==> config.mk <==
export PLATFORM = sky130hd
export DESIGN_NAME = machine_timer
export DESIGN_NICKNAME = d
export VERILOG_FILES = /design/src/rtl/machine_timer.sv
export SDC_FILE = /design/constraint.sdc
export NUM_CORES = 1
export LEC_CHECK = 0
export BUFFER_PORTS_ARGS = -buffer_cell sky130_fd_sc_hd__buf_2
export CORE_AREA = 2 2 125 127
export CTS_CLUSTER_SIZE = 24
export DETAILED_ROUTE_END_ITERATION = 7
export DIE_AREA = 0 0 127 129
export PLACE_DENSITY = 0.8
export SYNTH_ARGS = -nofsm -noshare
export SYNTH_HDL_FRONTEND = slang
export SYNTH_SLANG_ARGS = --single-unit
==> constraint.sdc <==
create_clock -name clock -period 4.07 [get_ports clock]
set_clock_uncertainty 0.15 [all_clocks]
set_input_delay 0.407 -clock clock [delete_from_list [all_inputs] [get_ports clock]]
set_output_delay 0.407 -clock clock [all_outputs]
set_load 0.01 [all_outputs]
==> src/rtl/machine_timer.sv <==
// Memory-mapped 64-bit machine timer with compare, auto-reload and sticky interrupt pending.
// Optional prescaler is built only when MACHINE_TIMER_PRESCALER_EN is defined.
module machine_timer #(
  parameter logic [31:0] BASE_ADDR  = 32'h0000_1000,
  parameter int          PRESCALE_W = 16
) (
  input  logic        clock,
  input  logic        reset,
  input  logic [31:0] dmem_rw_addr,
  input  logic        dmem_w_en,
  input  logic [2:0]  funct3,
  input  logic [31:0] rs2_data,
  output logic [31:0] rd_data,
  output logic        int_req
);

  localparam logic [2:0] OFF_MTIME_LO = 3'd0;
  localparam logic [2:0] OFF_MTIME_HI = 3'd1;
  localparam logic [2:0] OFF_CMP_LO   = 3'd2;
  localparam logic [2:0] OFF_CMP_HI   = 3'd3;
  localparam logic [2:0] OFF_CTRL     = 3'd4;
  localparam logic [2:0] OFF_PRESCALE = 3'd5;
  localparam logic [2:0] OFF_STATUS   = 3'd6;

  logic        hit;
  logic [2:0]  offset;
  logic        wr_ok;
  logic [63:0] mtime;
  logic [63:0] mtime_next;
  logic [63:0] mtimecmp;
  logic        en;
  logic        ie;
  logic        ar;
  logic        pend;
  logic        tick;
  logic        match;
  logic        unused_addr_bits;

  assign hit              = (dmem_rw_addr[31:5] == BASE_ADDR[31:5]);
  assign offset           = dmem_rw_addr[4:2];
  assign wr_ok            = hit && dmem_w_en && (funct3 == 3'b010);
  assign unused_addr_bits = ^dmem_rw_addr[1:0];

  assign match   = en && (mtime >= mtimecmp);
  assign int_req = pend && ie;

`ifdef MACHINE_TIMER_PRESCALER_EN
  logic [PRESCALE_W-1:0] prescale;
  logic [PRESCALE_W-1:0] presc_cnt;

  assign tick = en && (presc_cnt == prescale);

  // A PRESCALE write restarts the count so the new period begins cleanly.
  always_ff @(posedge clock) begin
    if (reset) begin
      prescale  <= '0;
      presc_cnt <= '0;
    end else if (wr_ok && (offset == OFF_PRESCALE)) begin
      prescale  <= rs2_data[PRESCALE_W-1:0];
      presc_cnt <= '0;
    end else if (en) begin
      presc_cnt <= tick ? '0 : presc_cnt + PRESCALE_W'(1);
    end
  end
`else
  logic [PRESCALE_W-1:0] prescale;

  assign prescale = '0;
  assign tick     = en;
`endif

  // Software writes override the tick; the unwritten half keeps its old value.
  always_comb begin
    mtime_next = mtime;
    if (tick) begin
      mtime_next = (ar && match) ? 64'd0 : mtime + 64'd1;
    end
    if (wr_ok && (offset == OFF_MTIME_LO)) begin
      mtime_next = {mtime[63:32], rs2_data};
    end
    if (wr_ok && (offset == OFF_MTIME_HI)) begin
      mtime_next = {rs2_data, mtime[31:0]};
    end
  end

  always_ff @(posedge clock) begin
    if (reset) begin
      mtime    <= 64'd0;
      mtimecmp <= 64'hFFFF_FFFF_FFFF_FFFF;
      en       <= 1'b0;
      ie       <= 1'b0;
      ar       <= 1'b0;
      pend     <= 1'b0;
    end else begin
      mtime <= mtime_next;
      if (wr_ok && (offset == OFF_CMP_LO)) begin
        mtimecmp[31:0] <= rs2_data;
      end
      if (wr_ok && (offset == OFF_CMP_HI)) begin
        mtimecmp[63:32] <= rs2_data;
      end
      if (wr_ok && (offset == OFF_CTRL)) begin
        en <= rs2_data[0];
        ie <= rs2_data[1];
        ar <= rs2_data[2];
      end
      // Set has priority over a simultaneous write-one-to-clear.
      if (match) begin
        pend <= 1'b1;
      end else if (wr_ok && (offset == OFF_STATUS) && rs2_data[0]) begin
        pend <= 1'b0;
      end
    end
  end

  always_comb begin
    rd_data = 32'h0;
    if (hit) begin
      case (offset)
        OFF_MTIME_LO: rd_data = mtime[31:0];
        OFF_MTIME_HI: rd_data = mtime[63:32];
        OFF_CMP_LO:   rd_data = mtimecmp[31:0];
        OFF_CMP_HI:   rd_data = mtimecmp[63:32];
        OFF_CTRL:     rd_data = {29'd0, ar, ie, en};
        OFF_PRESCALE: rd_data = 32'(prescale);
        OFF_STATUS:   rd_data = {31'd0, pend};
        default:      rd_data = 32'h0;
      endcase
    end
  end

endmodule
==> metrics.csv <==
stage,metric,value,unit
status,status,completed,
detailed_routing,DRC viols,0,
place,detailed placement HPWL,20000,um
pwr,logic gate share of total power,0.050,
setup_path,crit path kind,reg2reg,
grt,initial antenna violation count,0,
clocking,clk slew on worst S/H paths,0.06,ns
pwr,sw frac,0.230,
sta,worst-margin pin slew,1.01,ns
sta,final hold vios,0,
setup_path,crit-path max FO,22,
final_layout,area grow syn2layout,17.0,%
sta,fmax,0.255,GHz
detailed_routing,Total Routed Length,28900,um
sta,max-slew violations,0,
clocking,post-CTS resize count,0,
sta,RSZ-0062 raised after global routing,false,
setup_path,Setup crit start kind,flip-flop,
setup_path,CP Buf/Inv Count,1,
final_layout,fillcell total,1254,
pwr,Static Leak,4.37,nW
grt,global-route usage over all layers,0.355,
clocking,CTS Buffer Depth,2,
detailed_routing,Detailed Route Iter0 Violations,1195,
yosys,syn avg cell area,7.72,sq um
sta,setup violators final,0,
sta,Period minus WS final,3.92,ns
detailed_routing,drt pass-1 iters,6,
clocking,Root Driver,clkbuf_16,
yosys,post-synthesis cell area,8830,sq um
yosys,Synth Instances,1143,
final_layout,share of cells above drive strength 1,0.167,
sta,final worst path period share,0.963,
yosys,YS warnings,0,
yosys,async set or reset register ratio after synthesis,0,
setup_path,CP Cell Sequence,"ha_1, a21o_1, a221oi_1, o21ai_0, a311o_1, a21oi_1, a21oi_2, nor2_2, buf_4, nand3_1, a31oi_1",
place,GPL Wtd Cong,0.970,
clocking,post-CTS setup buffers,0,
clocking,H-Tree Depth,4,
detailed_routing,DR vias,9699,
yosys,Post-synth EDFFs,0,
pwr,Pwr Density,302,nW/um^2
sta,relative slew slack,0.324,
yosys,Synth Flop Type,dfxtp_1,
die,Die ar.,16400,sq um
yosys,Post-Syn Nets,1278,
yosys,post-synth cell types,58,
sta,Setup WS post-layout,0.151,ns
detailed_routing,Avg WL per Cell,20.2,um
clocking,CTS tree,done,
setup_path,max incr delay on CP,0.82,ns
pwr,VDD IR-drop max,336,uV
setup_path,"CP delay by family, top",compound AO/OA/AOI/OAI gates,
final_layout,ANT cells,0,
sta,Setup TNS,0,ns
grt,first-pass GRT wire length,46600,um
final_layout,Nets,1367,
setup_path,Critical-path top delay cell,nor2_2,
die,Die W,127,um
yosys,Seq cells post-synth,132,
yosys,register area share after synthesis,0.299,
setup_path,CP endpoint kind,flip-flop,
clocking,clk sink count,132,
place,DP Worst Slack,0.263,ns
pwr,clock share of power,0.534,
final_layout,"commonest non-fill, non-tap cells in the layout","132 x dfxtp_1, 131 x nand2_1, 108 x a22oi_1",
setup_path,CP required,4.27,ns
hold_path,worst min-delay path class,in2reg,
detailed_routing,antenna-violating nets left,0,
detailed_routing,DR vias/cell,6.77,
flow_run,# Max-Cap Violations,0,
final_layout,post-route core utilization,0.689,
grt,gr ovfl total,0,
die,Rows,45,
clocking,Num CTS Buffers,17,
die,Initial Utilization,0.589,
pwr,Switch Pwr,0.718,mW
die,Ports,103,
die,die height,129,um
clocking,Hold Buf Count CTS,0,
pwr,Internal Dissipation,2.40,mW
setup_path,"Arr. time, crit path",4.12,ns
place,port bufs,100,
die,Core ar.,15000,sq um
pwr,part of the power in registers,0.416,
grt,largest net degree at the start of global routing,65,
clocking,worst skew pair latency,0.44,ns
final_layout,"commonest non-fill, non-tap cell in the layout",dfxtp_1,
grt,vias in the first global route,9212,
-- power groups by stage --
stage	sequential (mW)	clock (mW)	combinational, mW
detailed placement	1.33	0	0.151
global placement	1.33	0	0.150
CTS	1.30	1.66	0.152
floorplan	1.33	0	0.0688
global route	1.30	1.72	0.166
finish	1.30	1.67	0.156
-- cells by family after synthesis --
group                    Yosys count  synth area share
XOR/XNOR                          13            0.0129
adder cells (fa/ha/maj)           65            0.0921
AO/OA/AOI/OAI                    360             0.279
AND/OR/NAND/NOR                  407             0.237
flip-flops                       132             0.299
buffers and inverters            158            0.0712
multiplexers                       8           0.00907
-- sequential cells by signal, summed over array words and instances, names as in the netlist --
name,cells
mtime,64
mtimecmp,64
ar,1
en,1
ie,1
pend,1
-- metal layers --
metal  track usage  wire length (um)
met4         0.160              1020
met2         0.576             13300
met5             0                 0
met3        0.0699              2680
met1         0.460             11800
-- final cells by class --
| type | instances | area [sq um] | area share |
|---|---|---|---|
| Multi-Input combinational cell | 853 | 5610 | 0.544 |
| Sequential cell | 132 | 2640 | 0.256 |
| Timing Repair Buffer | 155 | 926 | 0.0897 |
| Clock buffer | 19 | 453 | 0.0439 |
| Inverter | 73 | 274 | 0.0265 |
| Tap cell | 188 | 235 | 0.0228 |
| Clock inverter | 12 | 180 | 0.0175 |
-- through the flow --
| step | hold WS [ns] | cell area (sq um) | cells | total power [mW] |
|---|---|---|---|---|
| 6_report | 0.104 | 10300 | 1432 | 3.12 |
| 3_3_place_gp | 0.347 | 9690 | 1401 | 1.48 |
| 3_5_place_dp | 0.345 | 9690 | 1401 | 1.48 |
| 4_1_cts | 0.102 | 10300 | 1432 | 3.11 |
| 5_1_grt | 0.123 | 10300 | 1432 | 3.19 |
| 2_1_floorplan | 0.308 | 8830 | 1143 | 1.39 |
-- cell usage after synthesis, drive strengths merged (2+ instances only) --
| cell | count | area share |
|---|---|---|
| o22ai | 3 | 0.0021 |
| a22oi | 108 | 0.092 |
| nand3 | 60 | 0.034 |
| a32oi | 2 | 0.0020 |
| or2 | 6 | 0.0043 |
| nor2 | 61 | 0.028 |
| a31oi | 32 | 0.023 |
| nand4 | 31 | 0.022 |
| nor4b | 4 | 0.0047 |
| buf | 13 | 0.0095 |
| xnor2 | 8 | 0.0079 |
| inv | 73 | 0.031 |
| dfxtp | 132 | 0.30 |
| nand3b | 4 | 0.0034 |
| o32ai | 3 | 0.0030 |
| o211ai | 67 | 0.057 |
| o211a | 3 | 0.0034 |
| and2 | 4 | 0.0028 |
| or4 | 26 | 0.022 |
| nand4b | 4 | 0.0040 |
| mux2i | 8 | 0.0091 |
| nor3 | 19 | 0.011 |
| a222oi | 2 | 0.0023 |
| and3 | 14 | 0.0099 |
| nor2b | 2 | 0.0014 |
| a221oi | 6 | 0.0060 |
| o21ai | 20 | 0.011 |
| nor4 | 20 | 0.016 |
| or3 | 7 | 0.0050 |
| ha | 65 | 0.092 |
| clkbuf | 72 | 0.031 |
| xor2 | 5 | 0.0050 |
| a21o | 2 | 0.0017 |
| nand2 | 131 | 0.056 |
| nand2b | 4 | 0.0028 |
| o31ai | 8 | 0.0068 |
| a211oi | 15 | 0.013 |
| a21oi | 77 | 0.044 |
| nor3b | 4 | 0.0034 |
| and4 | 5 | 0.0050 |
| o31a | 4 | 0.0040 |
-- path summary, 6_finish.rpt --
path | cells past startpoint | slack, ns | end | from
max | 11 | 0.15 | mtime[54] | mtime[5]
min reg2reg | 2 | 0.37 | mtime[62] | mtime[62]
max reg2reg | 11 | 0.15 | mtime[54] | mtime[5]
min | 3 | 0.10 | mtimecmp[16] | rs2_data[16]
-- worst min-delay path, cell delays in order --
cell and delay [ns]:
buf_2 0.12, nand2_1 0.05, o211ai_1 0.07
Power figures use the tool's default switching activity.
